<file path="src/rtl/mul_collect_pkg.sv">
// Shared definitions for the multiplier result collector.
package mul_collect_pkg;

    // Outcome of comparing the pipeline's ret_valid against the expected-return tap.
    typedef enum logic [1:0] {
        RET_NONE = 2'd0,   // nothing expected, nothing arrived
        RET_OK   = 2'd1,   // expected result arrived
        RET_SPUR = 2'd2,   // result arrived that nobody issued
        RET_MISS = 2'd3    // issued result never came back
    } ret_kind_e;

    function automatic ret_kind_e classify_ret(input logic i_got, input logic i_exp);
        ret_kind_e v_kind;
        case ({i_got, i_exp})
            2'b11:   v_kind = RET_OK;
            2'b10:   v_kind = RET_SPUR;
            2'b01:   v_kind = RET_MISS;
            default: v_kind = RET_NONE;
        endcase
        return v_kind;
    endfunction

endpackage

</file>
<file path="src/rtl/mul_collect_fifo.sv">
// Circular result buffer with extended pointers (MSB distinguishes full from empty).
module mul_collect_fifo #(
    parameter int WIDTH = 32,
    parameter int DEPTH = 8
) (
    input  logic             clk,
    input  logic             reset_l,
    input  logic             wr_en,
    input  logic [WIDTH-1:0] wr_data,
    input  logic             rd_en,
    output logic             full,
    output logic             empty,
    output logic [WIDTH-1:0] rd_data
);
    localparam int AW = $clog2(DEPTH);

    logic [AW:0]      r_wr_ptr;
    logic [AW:0]      r_rd_ptr;
    logic [WIDTH-1:0] r_mem [DEPTH];
    logic             w_do_wr;
    logic             w_do_rd;

    assign empty   = (r_wr_ptr == r_rd_ptr);
    assign full    = (r_wr_ptr[AW-1:0] == r_rd_ptr[AW-1:0]) && (r_wr_ptr[AW] != r_rd_ptr[AW]);
    assign w_do_wr = wr_en && !full;
    assign w_do_rd = rd_en && !empty;
    // Head is read straight from the storage array, so ret_data never reaches rd_data in one cycle.
    assign rd_data = r_mem[r_rd_ptr[AW-1:0]];

    // Pointer advance; the power-of-two depth makes the natural overflow the wrap.
    always_ff @(posedge clk or negedge reset_l) begin
        if (!reset_l) begin
            r_wr_ptr <= '0;
            r_rd_ptr <= '0;
        end else begin
            if (w_do_wr) r_wr_ptr <= r_wr_ptr + 1'b1;
            if (w_do_rd) r_rd_ptr <= r_rd_ptr + 1'b1;
        end
    end

    // Storage is deliberately left out of reset.
    always_ff @(posedge clk) begin
        if (w_do_wr) r_mem[r_wr_ptr[AW-1:0]] <= wr_data;
    end

endmodule

</file>
<file path="src/rtl/mul_collect.sv">
// Credit-based collector for a fixed-latency, non-stallable multiplier.
// Every issue reserves a FIFO slot up front, so returning results always have room.
module mul_collect
    import mul_collect_pkg::*;
#(
    parameter int LAT   = 4,
    parameter int WIDTH = 32,
    parameter int DEPTH = 8
) (
    input  logic                       clk,
    input  logic                       reset_l,
    input  logic                       in_valid,
    output logic                       in_ready,
    output logic                       issue,
    input  logic                       ret_valid,
    input  logic [WIDTH-1:0]           ret_data,
    output logic                       out_valid,
    input  logic                       out_ready,
    output logic [WIDTH-1:0]           out_data,
    output logic [$clog2(DEPTH+1)-1:0] level,
    output logic                       err
);
    localparam int             CW      = $clog2(DEPTH+1);
    localparam logic [CW-1:0]  DEPTH_C = CW'(DEPTH);

    logic [CW-1:0]  r_cnt;
    logic [CW-1:0]  w_cnt_nxt;
    logic [LAT-1:0] r_exp;
    logic           r_err;
    ret_kind_e      w_ret_kind;
    logic           w_full;
    logic           w_empty;
    logic           w_pop;
    logic           w_wr;
    logic           w_err_set;

    assign in_ready   = (r_cnt < DEPTH_C);
    assign issue      = in_valid && in_ready;
    assign w_ret_kind = classify_ret(ret_valid, r_exp[LAT-1]);
    assign w_pop      = out_ready && !w_empty;
    assign w_wr       = (w_ret_kind == RET_OK) && !w_full;
    assign w_err_set  = (w_ret_kind == RET_SPUR) || (w_ret_kind == RET_MISS) ||
                        ((w_ret_kind == RET_OK) && w_full);
    assign out_valid  = !w_empty;
    assign level      = r_cnt;
    assign err        = r_err;

    // Credit arithmetic: issue takes one, pop or a missing return gives one back.
    always_comb begin
        w_cnt_nxt = r_cnt;
        if (issue)                     w_cnt_nxt = w_cnt_nxt + 1'b1;
        if (w_pop)                     w_cnt_nxt = w_cnt_nxt - 1'b1;
        if (w_ret_kind == RET_MISS)    w_cnt_nxt = w_cnt_nxt - 1'b1;
    end

    // Credit counter and sticky error flag.
    always_ff @(posedge clk or negedge reset_l) begin
        if (!reset_l) begin
            r_cnt <= '0;
            r_err <= 1'b0;
        end else begin
            r_cnt <= w_cnt_nxt;
            if (w_err_set) r_err <= 1'b1;
        end
    end

    // Expected-return shadow of the multiplier pipe; the tail lines up with ret_valid.
    generate
        if (LAT == 1) begin : g_exp_1
            always_ff @(posedge clk or negedge reset_l) begin
                if (!reset_l) r_exp <= '0;
                else          r_exp <= issue;
            end
        end else begin : g_exp_n
            always_ff @(posedge clk or negedge reset_l) begin
                if (!reset_l) r_exp <= '0;
                else          r_exp <= {r_exp[LAT-2:0], issue};
            end
        end
    endgenerate

    mul_collect_fifo #(
        .WIDTH (WIDTH),
        .DEPTH (DEPTH)
    ) u_fifo (
        .clk     (clk),
        .reset_l (reset_l),
        .wr_en   (w_wr),
        .wr_data (ret_data),
        .rd_en   (out_ready),
        .full    (w_full),
        .empty   (w_empty),
        .rd_data (out_data)
    );

endmodule

</file>
<file path="config.mk">
export PLATFORM = sky130hd
export DESIGN_NAME = mul_collect
export DESIGN_NICKNAME = d
export VERILOG_FILES = /design/src/rtl/mul_collect_pkg.sv /design/src/rtl/mul_collect_fifo.sv /design/src/rtl/mul_collect.sv
export SDC_FILE = /design/constraint.sdc
export NUM_CORES = 1
export LEC_CHECK = 0
export BUFFER_PORTS_ARGS = -buffer_cell sky130_fd_sc_hd__buf_2
export CORE_MARGIN = 5
export CORE_UTILIZATION = 35
export CTS_CLUSTER_SIZE = 28
export DETAILED_ROUTE_END_ITERATION = 8
export PLACE_DENSITY = 0.53
export SKIP_LAST_GASP = 1
export SYNTH_ARGS = -nofsm -noshare
export SYNTH_HDL_FRONTEND = slang
export SYNTH_HIERARCHICAL = 1
export SYNTH_SLANG_ARGS = --single-unit
</file>
<file path="constraint.sdc">
create_clock -name clk -period 6.6 [get_ports clk]
set_clock_uncertainty 0.15 [all_clocks]
set_input_delay 0.99 -clock clk [delete_from_list [all_inputs] [get_ports clk]]
set_output_delay 0.99 -clock clk [all_outputs]
set_load 0.01 [all_outputs]
</file>
==> Implementation_results.wiki, run 1 <==
{| class="wikitable"
! Metric !! Value
|-
| Internal power || 4.04 mW
|-
| Cell depth of the worst min-delay path || 0
|-
| Congestion Overflow GR || 0
|-
| Total of cells resized after clock tree synthesis || 0
|-
| Final instance area || 0.0129 mm²
|-
| Die Height || 187 µm
|-
| Library cells used by synthesis || 43
|-
| Switching part of the total power || 0.286
|-
| Setup repair after global routing missed its margin || false
|-
| Post-detailed-routing wire length || 21.5 mm
|-
| Worst min-delay path class || flip-flop to flip-flop
|-
| Number of buffers added on ports || 76
|-
| Routing usage on met1 || 0.162
|-
| Synthesized flop and latch total || 273
|-
| Area of the core || 0.0307 mm²
|-
| Combinational share of power || 0.293
|-
| Clock power frac || 0.327
|-
| Sequential cell fraction of total power || 0.380
|-
| Maximum clock rate || 228 MHz
|-
| Global routing usage on met2 || 0.208
|-
| Number of cells on the worst reg-to-reg path || 6
|-
| Final period demand of the worst path || 4.39 ns
|-
| Area growth, synth to finish || 17.9%
|-
| Number of failing setup endpoints in the final timing report || 0
|-
| Post-layout worst setup margin || 2.21 ns
|-
| Aggregate negative setup slack || 0 ns
|-
| Violation count after the first detailed-route iteration || 247
|-
| Number of vias after detailed routing || 4932
|-
| Max Cap Violations || 0
|-
| Total routing resource utilization after global routing || 0.122
|-
| H-tree levels || 1
|-
| Post-detail-place hpwl || 12.0 mm
|-
| Worst vdd ir || 0.273 mV
|-
| Number of warnings issued by yosys || 6
|-
| Post-DR vias/cell || 5.00
|-
| Largest fanout of any net on the critical path || 39
|-
| Detailed-router iteration count before antenna repair || 4
|-
| Pre-CTS setup slack || 2.36 ns
|-
| Clock slew at the register clock pins of the worst setup and hold paths || 0.06 ns
|-
| Fin Hold WS || 0.198 ns
|-
| Mean cell area of the mapped netlist || 23.1 µm²
|-
| Final Net Count || 610
|-
| Critical path endpoint category || primary output
|-
| Switching power of the nets || 1.62 mW
|-
| CTS hold repair buffers || 0
|-
| CTS tree || done
|-
| Number of rows in the core area || 64
|-
| Number of instances in the synthesized netlist || 472
|-
| DR DRC count || 0
|-
| Leakage power figure || 4.30 nW
|-
| Routing usage on met3 || 0.0247
|-
| Clock buffers created by TritonCTS || 30
|-
| Post-DP Area || 0.0117 mm²
|-
| Category of the worst setup path launch point || flip-flop
|-
| Routability Congestion || 0.716
|-
| Number of max-slew violations in the final report || 0
|-
| Power density over the cells || 440 mW/mm²
|-
| Transition time at the pin with the least slew margin || 1.27 ns
|-
| Die area || 0.0348 mm²
|-
| Post-route fraction of the period consumed by the critical path || 0.664
|-
| Final routed wire length divided by cell count || 21.8 µm
|-
| Sequential-to-total area share from yosys stat || 0.744
|-
| Clock net sink count || 273
|-
| CP arrival || 3.25 ns
|-
| Non-filler cells in the finished layout || 986
|-
| Die boundary width || 187 µm
|-
| Total setup buffers inserted after CTS || 0
|-
| Pin count of the biggest net entering global routing || 69
|-
| Latest clock arrival within the worst-skew pair || 0.55 ns
|-
| Critical path type || flip-flop to primary output
|-
| Final hold violations || 0
|-
| Global-route wire length before repair || 33.3 mm
|-
| Share of cells above drive strength 1 || 0.423
|-
| Initial antenna violation count || 2
|-
| Global routing's busiest layer || met2
|-
| Clock Path Buffers || 3
|-
| Total I/O pin count || 77
|-
| Initial cell density of the core || 0.356
|-
| Vias in the first global route || 5403
|-
| Post-Synthesis Net Count || 516
|-
| Worst-case headroom to the max-slew limit || 0.153
|-
| Remaining number of nets flagged by the antenna check after routing || 0
|-
| Status || completed
|-
| Buffer type at the clock tree root || clkbuf_16
|-
| Netlist Area Pre-Place || 0.0109 mm²
|-
| Worst path required time || 5.46 ns
|-
| Total placed cells including tap cells || 930
|}
-- final timing paths --
path                            slack, ns                   to                from
worst max-delay path                 2.21          out_data[2]  u_fifo/r_rd_ptr[0]
worst min-delay path                 0.20             r_exp[3]            r_exp[2]
worst max register to register       2.49  u_fifo/r_mem[6][31]  u_fifo/r_rd_ptr[0]
worst min register to register       0.20             r_exp[3]            r_exp[2]
max in group asynchronous            5.73   u_fifo/r_rd_ptr[1]             reset_l
min in group asynchronous            0.23   u_fifo/r_rd_ptr[0]             reset_l
-- kinds of logic after synthesis --
group,count (synthesis),share of synthesized area
AND/OR/NAND/NOR,35,0.0192
flip-flops,273,0.744
buffers and inverters,28,0.0186
multiplexers,101,0.182
AO/OA/AOI/OAI,11,0.0108
XOR/XNOR,17,0.0181
adder cells (fa/ha/maj),7,0.00803
-- state kept, by name, summed over array words and instances, names as in the netlist --
signal           count
u_fifo/r_rd_ptr      4
u_fifo/r_wr_ptr      4
r_exp                4
err                  1
level                4
u_fifo/r_mem       256
-- synthesized netlist by cell type, drive strengths merged --
cell type,count,area share
buf,19,0.015
nand3b,2,0.0014
mux2i,2,0.0018
mux4,64,0.13
clkbuf,4,0.0017
edfxtp,256,0.70
mux2,35,0.046
and2,2,0.0011
nand4bb,1,0.0010
o311ai,4,0.0032
nand2b,2,0.0011
nor3,3,0.0014
nor2,5,0.0017
ha,7,0.0080
and4,2,0.0016
dfrtp,17,0.039
nand3,1,0.00046
o31ai,1,0.00069
xnor2,9,0.0089
a41oi,1,0.00080
nor2b,3,0.0019
or3,1,0.00057
nand4,2,0.0011
nor4,2,0.0017
nand4b,1,0.00080
and2b,1,0.00069
nand2,7,0.0024
inv,5,0.0017
xor2,8,0.0092
o41ai,5,0.0061
-- stage by stage --
stage                     total power [mW]  utilization
after detailed placement              3.88        0.382
final                                 5.66        0.419
after global placement                3.85        0.382
after floorplan                       3.42            -
after global routing                  5.95        0.419
after CTS                             5.76        0.419
-- cell usage in the layout (no fill, tap or decap), drive strengths merged, types with 6 or more instances in the layout --
| cell | count |
|---|---|
| clkbuf | 30 |
| xor2 | 8 |
| ha | 7 |
| mux4 | 64 |
| buf | 85 |
| mux2 | 35 |
| inv | 6 |
| clkinv | 11 |
| xnor2 | 9 |
| bufinv | 9 |
| edfxtp | 256 |
| dfrtp | 17 |
| nand2 | 7 |
-- metal layers --
metal,wire (µm),vias to the layer above
met3,905,38
li1,-,2169
met1,9280,2624
met5,11,-
met4,413,2
met2,10900,99
-- critical path, stage by stage (launching register included) --
cell and delay [ns]:
dfrtp_4 0.85, buf_4 0.76, mux4_1 0.63, mux2_2 0.29, buf_2 0.15
-- power groups by stage --
| stage | Sequential, mW | Clock (mW) | Combinational (mW) |
|---|---|---|---|
| 6_report | 2.15 | 1.85 | 1.66 |
| 5_1_grt | 2.17 | 1.98 | 1.80 |
| 4_1_cts | 2.16 | 1.90 | 1.71 |
| 3_5_place_dp | 2.19 | 0 | 1.69 |
| 3_3_place_gp | 2.18 | 0 | 1.67 |
| 2_1_floorplan | 2.10 | 0 | 1.33 |
-- area by class of cell --
cell class	instances	area (µm²)
Antenna cell	1	2.50
Clock buffer	30	751
Clock inverter	25	375
Fill cell	2630	17800
Inverter	5	18.8
Multi-Input combinational cell	171	2650
Sequential cell	273	8120
Tap cell	396	495
Timing Repair Buffer	85	448
(Power assumes the default switching activity.)
==> run 2, diff against run 1 <==
Settings changed: PLACE_DENSITY 0.53 to 0.55.
Clock period 6.6 ns to 3.8 ns, I/O delays scaled along.
==> run 2 against run 1 <==
  * Hold slack worse by 0.033 ns
  * Register-to-register slack worse by 1.8 ns
  * Count of clock-buffer cells in the layout up 12
  * Combinational power up 79%
  * Utilization down 0.55 points
  * Critical path type unchanged
  * Critical endpoint is now out_data[22]
==> Implementation_results.wiki, run 2 (synthesized netlist as in run 1, its figures left out) <==
{| class="wikitable"
! Metric !! Value
|-
| Area of the core || 0.0307 mm² (unchanged)
|-
| Congestion Overflow GR || 0 (unchanged)
|-
| Max reg flops || 256 (unchanged)
|-
| Worst-case headroom to the max-slew limit || 0.315 (was 0.153)
|-
| Die boundary width || 187 µm (unchanged)
|-
| Number of max-slew violations in the final report || 0 (unchanged)
|-
| Clock Path Buffers || 3 (unchanged)
|-
| CTS tree || done (unchanged)
|-
| Critical path endpoint category || primary output (unchanged)
|-
| Transition time at the pin with the least slew margin || 1.03 ns (was 1.27 ns)
|-
| Violation count after the first detailed-route iteration || 246 (was 247)
|-
| Worst min-delay path class || primary input to flip-flop (was flip-flop to flip-flop)
|-
| DR DRC count || 0 (unchanged)
|-
| Latest clock arrival within the worst-skew pair || 0.53 ns (was 0.55 ns)
|-
| Aggregate negative setup slack || 0 ns (unchanged)
|-
| Detailed-router iteration count before antenna repair || 4 (unchanged)
|-
| Clock slew at the register clock pins of the worst setup and hold paths || 0.06 ns (about the same)
|-
| Cell depth of the worst min-delay path || 1 (was 0)
|-
| Total of cells resized after clock tree synthesis || 0 (unchanged)
|-
| Leakage power figure || 4.24 nW (was 4.30 nW)
|-
| Worst vdd ir || 0.483 mV (was 0.273 mV)
|-
| Gate family responsible for the most delay along the worst path || buffers and inverters (was multiplexers)
|-
| Total met3 wirelength after detailed routing || 860 µm (was 905 µm)
|-
| Critical path, cell by cell || buf_4, mux4_2, mux2_4, buf_2 (was buf_4, mux4_1, mux2_2, buf_2)
|-
| Number of rows in the core area || 64 (unchanged)
|-
| Total routing resource utilization after global routing || 0.116 (was 0.122)
|-
| Area taken by multi-input logic gates || 0.00266 mm² (was 0.00265 mm²)
|-
| Post-Route M1 WL || 8.78 mm (was 9.28 mm)
|-
| Largest fanout of any net on the critical path || 68 (was 39)
|-
| Commonest non-fill, non-tap cell in the layout || edfxtp_1 (unchanged)
|-
| Final routed wire length divided by cell count || 20.6 µm (was 21.8 µm)
|-
| Maximum clock rate || 295 MHz
|-
| WL met2 || 10.4 mm (was 10.9 mm)
|-
| Clock buffers created by TritonCTS || 28 (was 30)
|-
| Die area || 0.0348 mm² (unchanged)
|-
| Global-route wire length before repair || 32.1 mm (was 33.3 mm)
|-
| Initial antenna violation count || 2 (unchanged)
|-
| Total I/O pin count || 77 (unchanged)
|-
| FF-to-FF Start || u_fifo/r_wr_ptr[0] (was u_fifo/r_rd_ptr[0])
|-
| Remaining number of nets flagged by the antenna check after routing || 0 (unchanged)
|-
| Area growth, synth to finish || 16.3% (was 17.9%)
|-
| H-tree levels || 1 (unchanged)
|-
| Seq. cell area || 0.00812 mm² (unchanged)
|-
| Vias in the first global route || 5382 (was 5403)
|-
| Clock net sink count || 273 (unchanged)
|-
| Number of cells on the worst reg-to-reg path || 7 (was 6)
|-
| Status || completed (unchanged)
|-
| Worst min-delay path startpoint || ret_data[28] (was r_exp[2])
|-
| Power density over the cells || 723 mW/mm² (was 440 mW/mm²)
|-
| Post-detailed-routing wire length || 20.4 mm (was 21.5 mm)
|-
| Final Net Count || 616 (was 610)
|-
| Number of vias after detailed routing || 4861 (was 4932)
|-
| Cell with the largest stage delay on the worst path || buf_4 (was dfrtp_4)
|-
| Post-route fraction of the period consumed by the critical path || 0.891
|-
| Setup repair after global routing missed its margin || false (unchanged)
|-
| Hold-critical path endpoint || u_fifo/r_mem[6][28] (was r_exp[3])
|-
| Number of failing setup endpoints in the final timing report || 0 (unchanged)
|-
| Share of cells above drive strength 1 || 0.409 (was 0.423)
|-
| Number of buffers added on ports || 76 (unchanged)
|-
| Internal power || 6.50 mW (was 4.04 mW)
|-
| Buffer type at the clock tree root || clkbuf_16 (unchanged)
|-
| CP arrival || 2.67 ns (was 3.25 ns)
|-
| DR top layer || met5 (unchanged)
|-
| Final period demand of the worst path || 3.39 ns
|-
| Buffers & Inverters on Critical Path || 2 (unchanged)
|-
| Combinational share of power || 0.323 (was 0.293)
|-
| Category of the worst setup path launch point || flip-flop (unchanged)
|-
| Commonest cells after routing, fill and taps aside || edfxtp_1, buf_2, mux4_2 (unchanged)
|-
| Critical path type || flip-flop to primary output (unchanged)
|-
| Post-DR vias/cell || 4.91 (was 5.00)
|-
| Final hold violations || 0 (unchanged)
|-
| FF-to-FF End || u_fifo/r_mem[0][21] (was u_fifo/r_mem[6][31])
|-
| Post-detail-place hpwl || 12.0 mm (about the same)
|-
| Number of inserted filler cells in the final layout || 2679 (was 2630)
|-
| Initial cell density of the core || 0.356 (unchanged)
|-
| Pin count of the biggest net entering global routing || 69 (unchanged)
|-
| Routability Congestion || 0.703 (was 0.716)
|-
| Clock power frac || 0.280 (was 0.327)
|-
| Switching part of the total power || 0.292 (was 0.286)
|-
| R2r setup slk || 0.68 ns (was 2.49 ns)
|-
| Worst path required time || 3.08 ns (was 5.46 ns)
|-
| Die Height || 187 µm (unchanged)
|-
| Max Cap Violations || 0 (unchanged)
|-
| Post-route total power || 9.18 mW (was 5.66 mW)
|-
| Maximum cell stage delay along the critical path || 0.80 ns (was 0.85 ns)
|-
| Switching power of the nets || 2.68 mW (was 1.62 mW)
|-
| Sequential cell fraction of total power || 0.397 (was 0.380)
|}
-- run 2: cell count changes in the layout (fill, tap and decap cells not counted), moves of 2 or more --
| cell | delta |
|---|---|
| clkbuf_1 | +11 |
| bufinv_16 | -8 |
| buf_4 | +6 |
| clkinvlp_4 | -4 |
| clkbuf_8 | +2 |
-- run 2: area by class of cell --
type	count	share of cell area
sequential	273	0.640
multi-input combinational	171	0.210
clock buffer	42	0.0626
timing repair buffer	93	0.0412
tap	396	0.0390
clock inverter	10	0.00572
inverter	5	0.00148
antenna	1	0.000197
-- run 2: per-stage QoR --
| stage | worst slack (ns) | util | instances | hold WS (ns) | instance area, µm² |
|---|---|---|---|---|---|
| floorplan | -0.512 | - | 472 | 0.124 | 10900 |
| global route | 0.296 | 0.414 | 990 | 0.147 | 12700 |
| finish | 0.415 | 0.414 | 991 | 0.166 | 12700 |
| detailed placement | 0.685 | 0.385 | 937 | 0.193 | 11800 |
| global placement | 0.861 | 0.385 | 937 | 0.187 | 11800 |
| CTS | 0.341 | 0.414 | 990 | 0.142 | 12700 |
-- run 2: metal layers --
layer,track usage,up-vias
met5,0,-
met4,0.0280,2
met2,0.201,88
met1,0.150,2563
li1,-,2175
met3,0.0250,33
-- run 2: how the worst max path moves through the flow --
| stage | start | end | slack [ns] | depth (start not counted) |
|---|---|---|---|---|
| final | u_fifo/r_rd_ptr[1] | out_data[22] | 0.41 | 4 |
| after CTS | u_fifo/r_rd_ptr[1] | out_data[6] | 0.34 | 4 |
| after floorplan | u_fifo/r_wr_ptr[0] | u_fifo/r_mem[6][0] | -0.51 | 6 |
| after global routing | u_fifo/r_rd_ptr[1] | out_data[22] | 0.30 | 4 |
| after detailed placement | u_fifo/r_wr_ptr[0] | u_fifo/r_mem[0][21] | 0.69 | 7 |
| after global placement | u_fifo/r_wr_ptr[0] | u_fifo/r_mem[0][21] | 0.86 | 7 |
-- run 2: power by group through the flow --
| stage | sequential [mW] | combinational (mW) | clock (mW) |
|---|---|---|---|
| 2_1_floorplan | 3.64 | 2.31 | 0 |
| 3_3_place_gp | 3.69 | 3.01 | 0 |
| 3_5_place_dp | 3.71 | 3.05 | 0 |
| 4_1_cts | 3.65 | 3.06 | 2.65 |
| 5_1_grt | 3.66 | 3.24 | 2.78 |
| 6_report | 3.65 | 2.97 | 2.57 |
-- run 2: what timing repair did --
action | in CTS | in global routing
hold buffers | 1 | 0
endpoints found under the hold margin | 17 | 0
setup buffers | 0 | 0
